===== src/rtl/fetch_stage_pkg.sv =====
// Shared types and constants for the instruction-fetch stage.
// Holds the fetch-queue entry layout and the RISC-V opcode values used around fetch.
package fetch_stage_pkg;

  localparam logic [31:0] NOP_INSN = 32'h0000_0013;

  localparam logic [6:0] OPC_OP_IMM = 7'b0010011;
  localparam logic [6:0] OPC_BRANCH = 7'b1100011;
  localparam logic [6:0] OPC_JAL    = 7'b1101111;
  localparam logic [6:0] OPC_JALR   = 7'b1100111;

  typedef struct packed {
    logic [63:0] npc;
    logic [31:0] ir;
  } fetch_entry_t;

  localparam int FETCH_ENTRY_W = $bits(fetch_entry_t);

  function automatic logic [63:0] align_pc(input logic [63:0] pc);
    return {pc[63:2], 2'b00};
  endfunction

endpackage


===== src/rtl/fetch_stage_if.sv =====
// Bundles the imem request/response channel, branch control and decode-latch outputs.
// master = fetch stage, slave = memory/decode environment.
interface fetch_stage_if;
  logic        imem_req_valid;
  logic        imem_req_ready;
  logic [63:0] imem_req_addr;
  logic        imem_resp_valid;
  logic [31:0] imem_resp_data;
  logic        LD_DE;
  logic        v_de_br_stall;
  logic        br_redirect;
  logic [63:0] br_target;
  logic [63:0] DE_NPC;
  logic [31:0] DE_IR;
  logic        DE_V;

  modport master (
    output imem_req_valid, imem_req_addr, DE_NPC, DE_IR, DE_V,
    input  imem_req_ready, imem_resp_valid, imem_resp_data,
           LD_DE, v_de_br_stall, br_redirect, br_target
  );

  modport slave (
    input  imem_req_valid, imem_req_addr, DE_NPC, DE_IR, DE_V,
    output imem_req_ready, imem_resp_valid, imem_resp_data,
           LD_DE, v_de_br_stall, br_redirect, br_target
  );
endinterface


===== src/rtl/fetch_queue.sv =====
// Small synchronous FIFO for fetched instructions; head is readable combinationally.
// Zero-latency pop of head, one-cycle push-to-visible; push and pop may coincide, flush wins.
module fetch_queue #(
  parameter  int DEPTH = 2,
  parameter  int W     = 96,
  localparam int AW    = (DEPTH > 1) ? $clog2(DEPTH) : 1,
  localparam int CW    = $clog2(DEPTH + 1)
) (
  input  logic          clk,
  input  logic          rst_n,
  input  logic          push,
  input  logic [W-1:0]  push_dat,
  input  logic          pop,
  input  logic          flush,
  output logic [W-1:0]  head_dat,
  output logic [CW-1:0] count,
  output logic          empty,
  output logic          full
);

  logic [W-1:0]  mem [DEPTH];
  logic [AW-1:0] rd_ptr;
  logic [AW-1:0] wr_ptr;
  logic          do_pop;

  function automatic logic [AW-1:0] nxt(input logic [AW-1:0] p);
    return (p == AW'(DEPTH - 1)) ? '0 : p + AW'(1);
  endfunction

  assign empty    = (count == '0);
  assign full     = (count == CW'(DEPTH));
  assign do_pop   = pop && !empty;
  assign head_dat = mem[rd_ptr];

  always_ff @(posedge clk) begin
    if (push && !flush) begin
      mem[wr_ptr] <= push_dat;
    end
  end

  always_ff @(posedge clk or negedge rst_n) begin
    if (!rst_n) begin
      rd_ptr <= '0;
      wr_ptr <= '0;
      count  <= '0;
    end else if (flush) begin
      rd_ptr <= '0;
      wr_ptr <= '0;
      count  <= '0;
    end else begin
      if (push) begin
        wr_ptr <= nxt(wr_ptr);
      end
      if (do_pop) begin
        rd_ptr <= nxt(rd_ptr);
      end
      case ({push, do_pop})
        2'b10:   count <= count + CW'(1);
        2'b01:   count <= count - CW'(1);
        default: count <= count;
      endcase
    end
  end

  // A push into a full queue that is not being drained would silently lose an entry.
  a_no_overflow: assert property (@(posedge clk) disable iff (!rst_n)
    !(push && full && !do_pop && !flush));

endmodule


===== src/rtl/fetch_stage.sv =====
// Instruction fetch: issues in-order imem requests, queues responses, feeds the decode latch.
// Redirect-to-DE_IR is 3 cycles with a 1-cycle memory; request stalls when outstanding+queued reaches FQ_DEPTH.
module fetch_stage
  import fetch_stage_pkg::*;
#(
  parameter logic [63:0] RESET_PC = 64'h0000_0000_0000_0000,
  parameter int          FQ_DEPTH = 2
) (
  input  logic          CLK,
  input  logic          reset,
  fetch_stage_if.master fif
);

  localparam int CW = $clog2(FQ_DEPTH + 1);
  localparam int DW = 8;

  logic [63:0]   fetch_pc;
  logic [63:0]   resp_pc;
  logic [CW-1:0] outstanding;
  logic [DW-1:0] drop_cnt;

  logic          de_v;
  logic [31:0]   de_ir;
  logic [63:0]   de_npc;

  logic [CW-1:0] fq_count;
  logic          fq_empty;
  logic          fq_full;
  logic          fq_push;
  logic          fq_pop;
  fetch_entry_t  fq_head;
  fetch_entry_t  resp_entry;

  logic          req_fire;
  logic          resp_hit_drop;
  logic          resp_live;
  logic          resp_ok;
  logic          ld_go;
  logic          bypass;

  // Cap counts owned in-flight requests plus queued entries so every owned response has a slot.
  assign fif.imem_req_valid = reset && !fif.br_redirect &&
                              ((int'(outstanding) + int'(fq_count)) < FQ_DEPTH);
  assign fif.imem_req_addr  = fetch_pc;
  assign req_fire           = fif.imem_req_valid && fif.imem_req_ready;

  assign resp_hit_drop = fif.imem_resp_valid && (drop_cnt != '0);
  assign resp_live     = fif.imem_resp_valid && (drop_cnt == '0);
  assign resp_ok       = resp_live && !fif.br_redirect;

  assign resp_entry.npc = resp_pc + 64'd4;
  assign resp_entry.ir  = fif.imem_resp_data;

  assign ld_go   = fif.LD_DE && !fif.br_redirect && !fif.v_de_br_stall;
  assign fq_pop  = ld_go && !fq_empty;
  assign bypass  = ld_go && fq_empty && resp_ok;
  assign fq_push = resp_ok && !bypass;

  fetch_queue #(
    .DEPTH (FQ_DEPTH),
    .W     (FETCH_ENTRY_W)
  ) u_fetch_queue (
    .clk      (CLK),
    .rst_n    (reset),
    .push     (fq_push),
    .push_dat (resp_entry),
    .pop      (fq_pop),
    .flush    (fif.br_redirect),
    .head_dat (fq_head),
    .count    (fq_count),
    .empty    (fq_empty),
    .full     (fq_full)
  );

  always_ff @(posedge CLK or negedge reset) begin
    if (!reset) begin
      fetch_pc    <= RESET_PC;
      resp_pc     <= RESET_PC;
      outstanding <= '0;
      drop_cnt    <= '0;
    end else if (fif.br_redirect) begin
      fetch_pc    <= align_pc(fif.br_target);
      resp_pc     <= align_pc(fif.br_target);
      outstanding <= '0;
      // Everything still in flight, owned or already doomed, must be discarded on return.
      drop_cnt    <= drop_cnt + DW'(outstanding) - DW'(fif.imem_resp_valid);
    end else begin
      if (req_fire) begin
        fetch_pc <= fetch_pc + 64'd4;
      end
      outstanding <= outstanding + CW'(req_fire) - CW'(resp_live);
      if (resp_hit_drop) begin
        drop_cnt <= drop_cnt - DW'(1);
      end
      if (resp_ok) begin
        resp_pc <= resp_pc + 64'd4;
      end
    end
  end

  always_ff @(posedge CLK or negedge reset) begin
    if (!reset) begin
      de_v   <= 1'b0;
      de_ir  <= NOP_INSN;
      de_npc <= RESET_PC;
    end else if (fif.br_redirect) begin
      de_v <= 1'b0;
    end else if (fif.LD_DE) begin
      if (fif.v_de_br_stall) begin
        de_v <= 1'b0;
      end else if (!fq_empty) begin
        de_v   <= 1'b1;
        de_ir  <= fq_head.ir;
        de_npc <= fq_head.npc;
      end else if (resp_ok) begin
        de_v   <= 1'b1;
        de_ir  <= resp_entry.ir;
        de_npc <= resp_entry.npc;
      end else begin
        de_v <= 1'b0;
      end
    end
  end

  assign fif.DE_V   = de_v;
  assign fif.DE_IR  = de_ir;
  assign fif.DE_NPC = de_npc;

  a_fq_no_overflow: assert property (@(posedge CLK) disable iff (!reset)
    !(fq_push && fq_full && !fq_pop));

  a_no_orphan_resp: assert property (@(posedge CLK) disable iff (!reset)
    resp_live |-> (outstanding != '0));

endmodule


===== src/flat_wrapper.sv =====
// flat-port wrapper written by rule: the top's interface ports become plain ports
module fetch_stage_flat import fetch_stage_pkg::*;
#(
  parameter logic [63:0] RESET_PC = 64'h0000_0000_0000_0000,
  parameter int          FQ_DEPTH = 2
)
  (CLK, reset, fif_imem_req_valid, fif_imem_req_addr, fif_DE_NPC, fif_DE_IR, fif_DE_V, fif_imem_req_ready, fif_imem_resp_valid, fif_imem_resp_data, fif_LD_DE, fif_v_de_br_stall, fif_br_redirect, fif_br_target);
  fetch_stage_if fif_i ();
  input  logic CLK;
  input  logic reset;
  output wire logic [$bits(fif_i.imem_req_valid)-1:0] fif_imem_req_valid;
  output wire logic [$bits(fif_i.imem_req_addr)-1:0] fif_imem_req_addr;
  output wire logic [$bits(fif_i.DE_NPC)-1:0] fif_DE_NPC;
  output wire logic [$bits(fif_i.DE_IR)-1:0] fif_DE_IR;
  output wire logic [$bits(fif_i.DE_V)-1:0] fif_DE_V;
  input wire logic [$bits(fif_i.imem_req_ready)-1:0] fif_imem_req_ready;
  input wire logic [$bits(fif_i.imem_resp_valid)-1:0] fif_imem_resp_valid;
  input wire logic [$bits(fif_i.imem_resp_data)-1:0] fif_imem_resp_data;
  input wire logic [$bits(fif_i.LD_DE)-1:0] fif_LD_DE;
  input wire logic [$bits(fif_i.v_de_br_stall)-1:0] fif_v_de_br_stall;
  input wire logic [$bits(fif_i.br_redirect)-1:0] fif_br_redirect;
  input wire logic [$bits(fif_i.br_target)-1:0] fif_br_target;
  assign fif_imem_req_valid = fif_i.imem_req_valid;
  assign fif_imem_req_addr = fif_i.imem_req_addr;
  assign fif_DE_NPC = fif_i.DE_NPC;
  assign fif_DE_IR = fif_i.DE_IR;
  assign fif_DE_V = fif_i.DE_V;
  assign fif_i.imem_req_ready = fif_imem_req_ready;
  assign fif_i.imem_resp_valid = fif_imem_resp_valid;
  assign fif_i.imem_resp_data = fif_imem_resp_data;
  assign fif_i.LD_DE = fif_LD_DE;
  assign fif_i.v_de_br_stall = fif_v_de_br_stall;
  assign fif_i.br_redirect = fif_br_redirect;
  assign fif_i.br_target = fif_br_target;
  fetch_stage #(.RESET_PC(RESET_PC), .FQ_DEPTH(FQ_DEPTH)) u_core (.CLK(CLK), .reset(reset), .fif(fif_i));
endmodule

===== config.mk =====
export PLATFORM = sky130hd
export DESIGN_NAME = fetch_stage_flat
export DESIGN_NICKNAME = d
export VERILOG_FILES = /design/src/rtl/fetch_stage_pkg.sv /design/src/rtl/fetch_stage_if.sv /design/src/rtl/fetch_queue.sv /design/src/rtl/fetch_stage.sv /design/src/flat_wrapper.sv
export SDC_FILE = /design/constraint.sdc
export NUM_CORES = 1
export LEC_CHECK = 0
export CORE_ASPECT_RATIO = 0.8
export CORE_MARGIN = 1
export CORE_UTILIZATION = 45
export CTS_BUF_LIST = sky130_fd_sc_hd__clkbuf_16
export DETAILED_ROUTE_END_ITERATION = 16
export MAX_ROUTING_LAYER = met4
export PLACE_DENSITY = 0.75
export RECOVER_POWER = 50
export SETUP_SLACK_MARGIN = 0.2
export SLEW_MARGIN = 20
export SYNTH_ARGS = -nofsm -noshare
export SYNTH_HDL_FRONTEND = slang
export SYNTH_HIERARCHICAL = 1
export SYNTH_SLANG_ARGS = --single-unit
export TNS_END_PERCENT = 20

===== constraint.sdc =====
create_clock -name CLK -period 9.4 [get_ports CLK]
set_clock_uncertainty 0.2 [all_clocks]
set_input_delay 1.88 -clock CLK [delete_from_list [all_inputs] [get_ports CLK]]
set_output_delay 1.88 -clock CLK [all_outputs]
set_load 0.005 [all_outputs]

## Yosys cells after proc, flatten, opt, wreduce, memory -nomap -nowiden

Memories as Yosys holds them, arrays and structs flattened.
Index checks and enable logic that the tools add are counted.

| word-level totals | value |
|---|---|
| bits in registers | 239 |
| memories kept | 1 |
| word-level logic and storage cells | 83 |
| bits in writable memories | 192 |
| input bits | 103 |

| cells by class | value |
|---|---|
| bitwise logic cells | 2 |
| $add $sub $neg | 12 |
| mux-type cells | 25 |
| equal/unequal tests | 3 |
| reductions and logical operators | 29 |
| magnitude comparators | 1 |

Memories:

| name | depth | width | rd ports | clocked after memory_dff | write ports | RTL line | source |
|---|---|---|---|---|---|---|---|
| u_core.u_fetch_queue.mem | 2 | 96 | 1 | 0 | 1 | fetch_queue.sv:21 | `logic [W-1:0] mem [DEPTH];` |

Operators with widths:

| kind | count |
|---|---|
| 2-to-1 mux 64 bit | 5 |
| adder 64 x 3 -> 64 bit (second input constant) | 2 |
| 2-to-1 mux 32 bit | 2 |
| < comparator 32 x 3 -> 1 bit (second input constant) | 1 |
| 2-to-1 mux 8 bit | 2 |
| logical AND 1 bit | 14 |
| 2-to-1 mux 1 bit | 13 |
| nonzero test 2 bit | 6 |
| adder 8 x 2 -> 8 bit | 1 |
| logical NOT 8 bit | 1 |
| nonzero test 8 bit | 1 |
| subtractor 8 x 1 -> 8 bit | 1 |
| subtractor 8 x 1 -> 8 bit (second input constant) | 1 |
| logical NOT 1 bit | 4 |
| 2-to-1 mux 2 bit | 2 |
| one-hot mux 2 bit (2 select lines) | 1 |
| AND reduction 4 bit | 1 |
| adder 2 x 2 -> 3 bit | 1 |
| nonzero test 3 bit | 1 |
| adder 1 bit (second input constant) | 2 |
| adder 2 x 1 -> 2 bit | 1 |
| adder 2 x 1 -> 2 bit (second input constant) | 1 |
| equality test 2 x 1 -> 1 bit (second input constant) | 1 |
| equality test 2 bit (second input constant) | 1 |
| 5 further kinds | 6 |

## Longest topological paths before layout

| logic depth | value |
|---|---|
| depth after elaboration | 10 |
| mapped depth | 12 |
| depth with buffers taken out | 12 |

## Cells and area by module

The synthesis kept the hierarchy.

Modules (own cells, without submodules):

| module | instances | area each (µm²) | seq. area each (µm²) | cells each |
|---|---|---|---|---|
| fetch_stage | 1 | 13,827.0 | 5,784.3 | 1,577 |
| fetch_queue | 1 | 7,262.0 | 5,865.6 | 324 |

## Least setup slack after synthesis

No wires, ideal clock.

| timing | value |
|---|---|
| path type | input to register |
| start point | input port fif_imem_resp_valid |
| end point | memory u_core.u_fetch_queue.mem[0][0], enable pin |
| data required time | 8.648 ns |
| arrival time | 7.383 ns |
| stages | 8 |
| setup slack | 1.265 ns |
| cells stage by stage | inv_1 -> or2_2 -> clkbuf_1 -> clkbuf_1 -> buf_1 -> a311oi_1 -> nand2b_1 -> nor2_1 |

| between the ends | value |
|---|---|
| word-level cells in the longest chain between the ends | 8 |

Ends and longest elaborated chain:

| what | RTL line | source |
|---|---|---|
| from (decl) | flat_wrapper.sv:17 | `input wire logic [$bits(fif_i.imem_resp_valid)-1:0] fif_imem_resp_valid;` |
| logical AND 1 bit * | fetch_stage.sv:48 | `assign resp_live = fif.imem_resp_valid && (drop_cnt == '0);` |
| logical AND 1 bit * | fetch_stage.sv:49 | `assign resp_ok = resp_live && !fif.br_redirect;` |
| logical AND 1 bit | fetch_stage.sv:56 | `assign bypass = ld_go && fq_empty && resp_ok;` |
| logical NOT 1 bit | fetch_stage.sv:57 | `assign fq_push = resp_ok && !bypass;` |
| logical AND 1 bit * | fetch_stage.sv:57 |  |
| named net u_core.fq_push | fetch_stage.sv:29 | `logic fq_push;` |
| logical AND 1 bit * | fetch_queue.sv:36 | `if (push && !flush) begin` |
| 2-to-1 mux 1 bit * | fetch_queue.sv:36 |  |
| 2-to-1 mux 1 bit (not written as such) * | fetch_queue.sv:37 | `mem[wr_ptr] <= push_dat;` |
| to (decl) | fetch_queue.sv:21 |  |

The timed path passes the listed nets; every way through them passes the cells marked *.

## Final worst setup path

| timing | value |
|---|---|
| start point | input port fif_imem_resp_valid |
| end point | register u_core.outstanding[1] |

| between the ends | value |
|---|---|
| word-level cells in the longest chain between the ends | 3 |

Ends and longest elaborated chain:

| what | RTL line | source |
|---|---|---|
| logical AND 1 bit | fetch_stage.sv:48 |  |
| subtractor 2 x 1 -> 2 bit | fetch_stage.sv:91 | `outstanding <= outstanding + CW'(req_fire) - CW'(resp_live);` |
| 2-to-1 mux 2 bit | fetch_stage.sv:81 | `end else if (fif.br_redirect) begin` |
| to (signal assigned) | fetch_stage.sv:91 |  |
| to (decl) | fetch_stage.sv:19 | `logic [CW-1:0] outstanding;` |

No other way between the ends.
A chain may end at the register's enable or synchronous reset.

==> out/results.tsv <==
stage	metric	value	unit
power	leakage	10.12	nW
cts	cts_setup_buffers	0	
cts	cts_resized	0	
worst_setup_path	end_kind	flip-flop	
placement	place_congestion	0.9047	
yosys	netlist_area	21080	um2
job	cap_viol_max_count	3	
global_route	grt_start_max_net_pins	97	
timing	rsz0062_at_grt	no	
timing	setup_viol	0	
power	power_density	182.0	nW/um2
cts	clockBufferDepth	3	
cts	cts_buffers	45	
hold_path	hp-start	u_core/fif.DE_NPC[7]	
timing	slew_headroom	-162.5	%
outcome	violations	capacitance limit, slew limit	
worst_setup_path	r2r_start	u_core/drop_cnt[4]	
global_route	antenna_found_initial	2	
final_layout	nets	2241	
final_layout	syn_to_final_growth	21.25	%
hold_path	hold_path_class	flip-flop to flip-flop	
timing	period_needed	6.376	ns
detailed_routing	via_per_inst	5.745	
timing	fin_setup_tns	0	ns
timing	worst_pin_slew	3.937	ns
power	power	0.004651	W
worst_setup_path	cp.arrival	6.61	ns
detailed_routing	wl_per_cell	21.11	um
timing	max_freq	156.8	MHz
worst_setup_path	cp_data_required_time	9.63	ns
floorplan	rows	70	
final_layout	post_route_cells_drive_above_1_share	11.59	%
worst_setup_path	cp-start-kind	primary input	
yosys	synth_area_per_cell	11.10	um2
floorplan	die_area	47730	um2
cts	hold_buffers	0	
worst_setup_path	worstPathCellList	dlygate4sd3_1 > inv_1 > or2_2 > clkbuf_1 > clkinv_1 > ha_1 > inv_1 > ha_1 > xnor2_1 > nor2_1	
floorplan	initial_core_util	45.85	%
floorplan	dieWidth	244	um
yosys	syn_inst	1900	
detailed_routing	ant_nets	0	
placement	hpwlAfterDp	40140	um
floorplan	core_area	45980	um2
power	vdd_drop_max	0.1221	mV
global_route	overflow	0	
timing	drv_slew	177	
placement	pre_cts_ws	3.505	ns
detailed_routing	num_vias	15870	
cts	tritoncts	yes	
yosys	yosysWarnings	6	
detailed_routing	wirelength	58320	um
worst_setup_path	crit_type	primary input to flip-flop	
placement	port_buffers	260	
outcome	status	complete, but fails checks	
worst_setup_path	worst-path-max-fanout	41	
worst_setup_path	cpPeakStageDelay	1.48	ns
worst_setup_path	critPathLaunch	fif_imem_resp_valid	
cts	path_clk_slew	0.06	ns
floorplan	ios	265	
detailed_routing	dr.pass1.iters	6	
timing	setup_slack	3.024	ns
worst_setup_path	critical-path-slowest-cell	clkbuf_1	
global_route	grt_pass1_vias	15430	
global_route	grt_pass1_wl	89980	um
global_route	grt.total_usage	24.94	%
detailed_routing	drcViolationCount	0	
cts	clk_latency	0.57	ns
cts	cts_max_level	2	
timing	hold_violations	0	
floorplan	chipHeight	195.6	um
detailed_routing	drtIter0Drc	1472	
timing	post-route-period-util	67.83	%
cts	cts_root_buffer	clkbuf_16	
cts	clock-sinks	427	
## power breakdown
group | leakage, nW | internal, W | total, W | switching [W]
combinational | 4.69 | 0.000340 | 0.000713 | 0.000373
clock | 0.740 | 0.000992 | 0.00174 | 0.000750
sequential | 4.68 | 0.00207 | 0.00220 | 0.000128
## routing by layer
metal / vias up / part of all wire (%) / global-route usage [%]
met5: - / 0 / -
met4: 0 / 2.5 / 7.639
met3: 98 / 7.9 / 4.865
met2: 680 / 42 / 34.62
met1: 7771 / 47 / 36.60
li1: 7324 / - / -
## area by class of cell
type / instances / area (um2)
clock inverter: 36 / 260.3
antenna: 2 / 5.005
timing repair buffer: 279 / 2739
fill: 3911 / 20420
sequential: 427 / 11650
clock buffer: 47 / 1176
tap: 612 / 765.7
inverter: 43 / 161.4
multi-input combinational: 1317 / 8802
## placed cells by master, fill, tap and decap left out, types with 7 or more instances in the layout
| master | count |
|---|---|
| a21o_1 | 13 |
| a21oi_1 | 29 |
| a311oi_1 | 10 |
| a31o_2 | 15 |
| a31oi_1 | 15 |
| and2_1 | 14 |
| and3_1 | 22 |
| and4_1 | 9 |
| buf_4 | 13 |
| clkbuf_16 | 47 |
| clkdlybuf4s50_1 | 134 |
| clkinv_1 | 7 |
| clkinv_2 | 10 |
| dfrtp_1 | 231 |
| dlygate4sd3_1 | 124 |
| edfxtp_1 | 192 |
| ha_1 | 23 |
| inv_1 | 49 |
| mux2_2 | 92 |
| mux2_4 | 30 |
| mux2i_1 | 63 |
| nand2_1 | 249 |
| nand2b_1 | 8 |
| nand3_1 | 67 |
| nand4_1 | 53 |
| nor2_1 | 95 |
| nor3_1 | 43 |
| nor4_1 | 35 |
| o211ai_1 | 22 |
| o21ai_0 | 158 |
| o311ai_0 | 17 |
| or2_2 | 8 |
| or3_1 | 17 |
| or4_1 | 14 |
| xnor2_1 | 94 |
| xor2_1 | 47 |
## sequential cells by signal, summed over array words and instances (netlist names)
register and flops:
u_core/u_fetch_queue/mem 192, u_core/fif.DE_IR 32, u_core/u_fetch_queue/wr_ptr 1, u_core/fif.imem_req_addr 62
u_core/u_fetch_queue/rd_ptr 1, u_core/fif.DE_V 1, u_core/outstanding 2, u_core/fif.DE_NPC 64
u_core/drop_cnt 8, u_core/resp_pc 62, u_core/u_fetch_queue/count 2
## metrics by stage
step | hold slack (ns) | cells | cell area, um2 | util [%]
2_1_floorplan | 0.2628 | 1905 | 21100 | -
3_3_place_gp | 0.2607 | 2678 | 24150 | 52.53
3_5_place_dp | 0.2599 | 2678 | 24160 | 52.54
4_1_cts | 0.2741 | 2761 | 25590 | 55.66
5_1_grt | 0.2935 | 2763 | 25560 | 55.59
6_report | 0.2694 | 2763 | 25560 | 55.59
## final timing paths
| kind | slack [ns] | cells after the start | end |
|---|---|---|---|
| hold reg to reg | 0.27 | 2 | u_core/fif.DE_NPC[7] |
| setup reg to reg | 4.12 | 11 | u_core/outstanding[1] |
| hold / removal | 0.27 | 2 | u_core/fif.DE_NPC[7] |
| min in group asynchronous | 1.03 | 1 | u_core/fif.imem_req_addr[13] |
| max in group asynchronous | 3.67 | 2 | u_core/u_fetch_queue/rd_ptr |
| setup / recovery | 3.02 | 10 | u_core/outstanding[1] |
## worst max-delay path, delay by kind of cell
kind	cells	cell delay, ns
adders and majority gates	2	0.83
buffers and inverters	5	3.57
and+or+nand+nor	2	0.16
xor gates and xnor gates	1	0.16
Note: power is estimated with default switching activity, not from simulation.
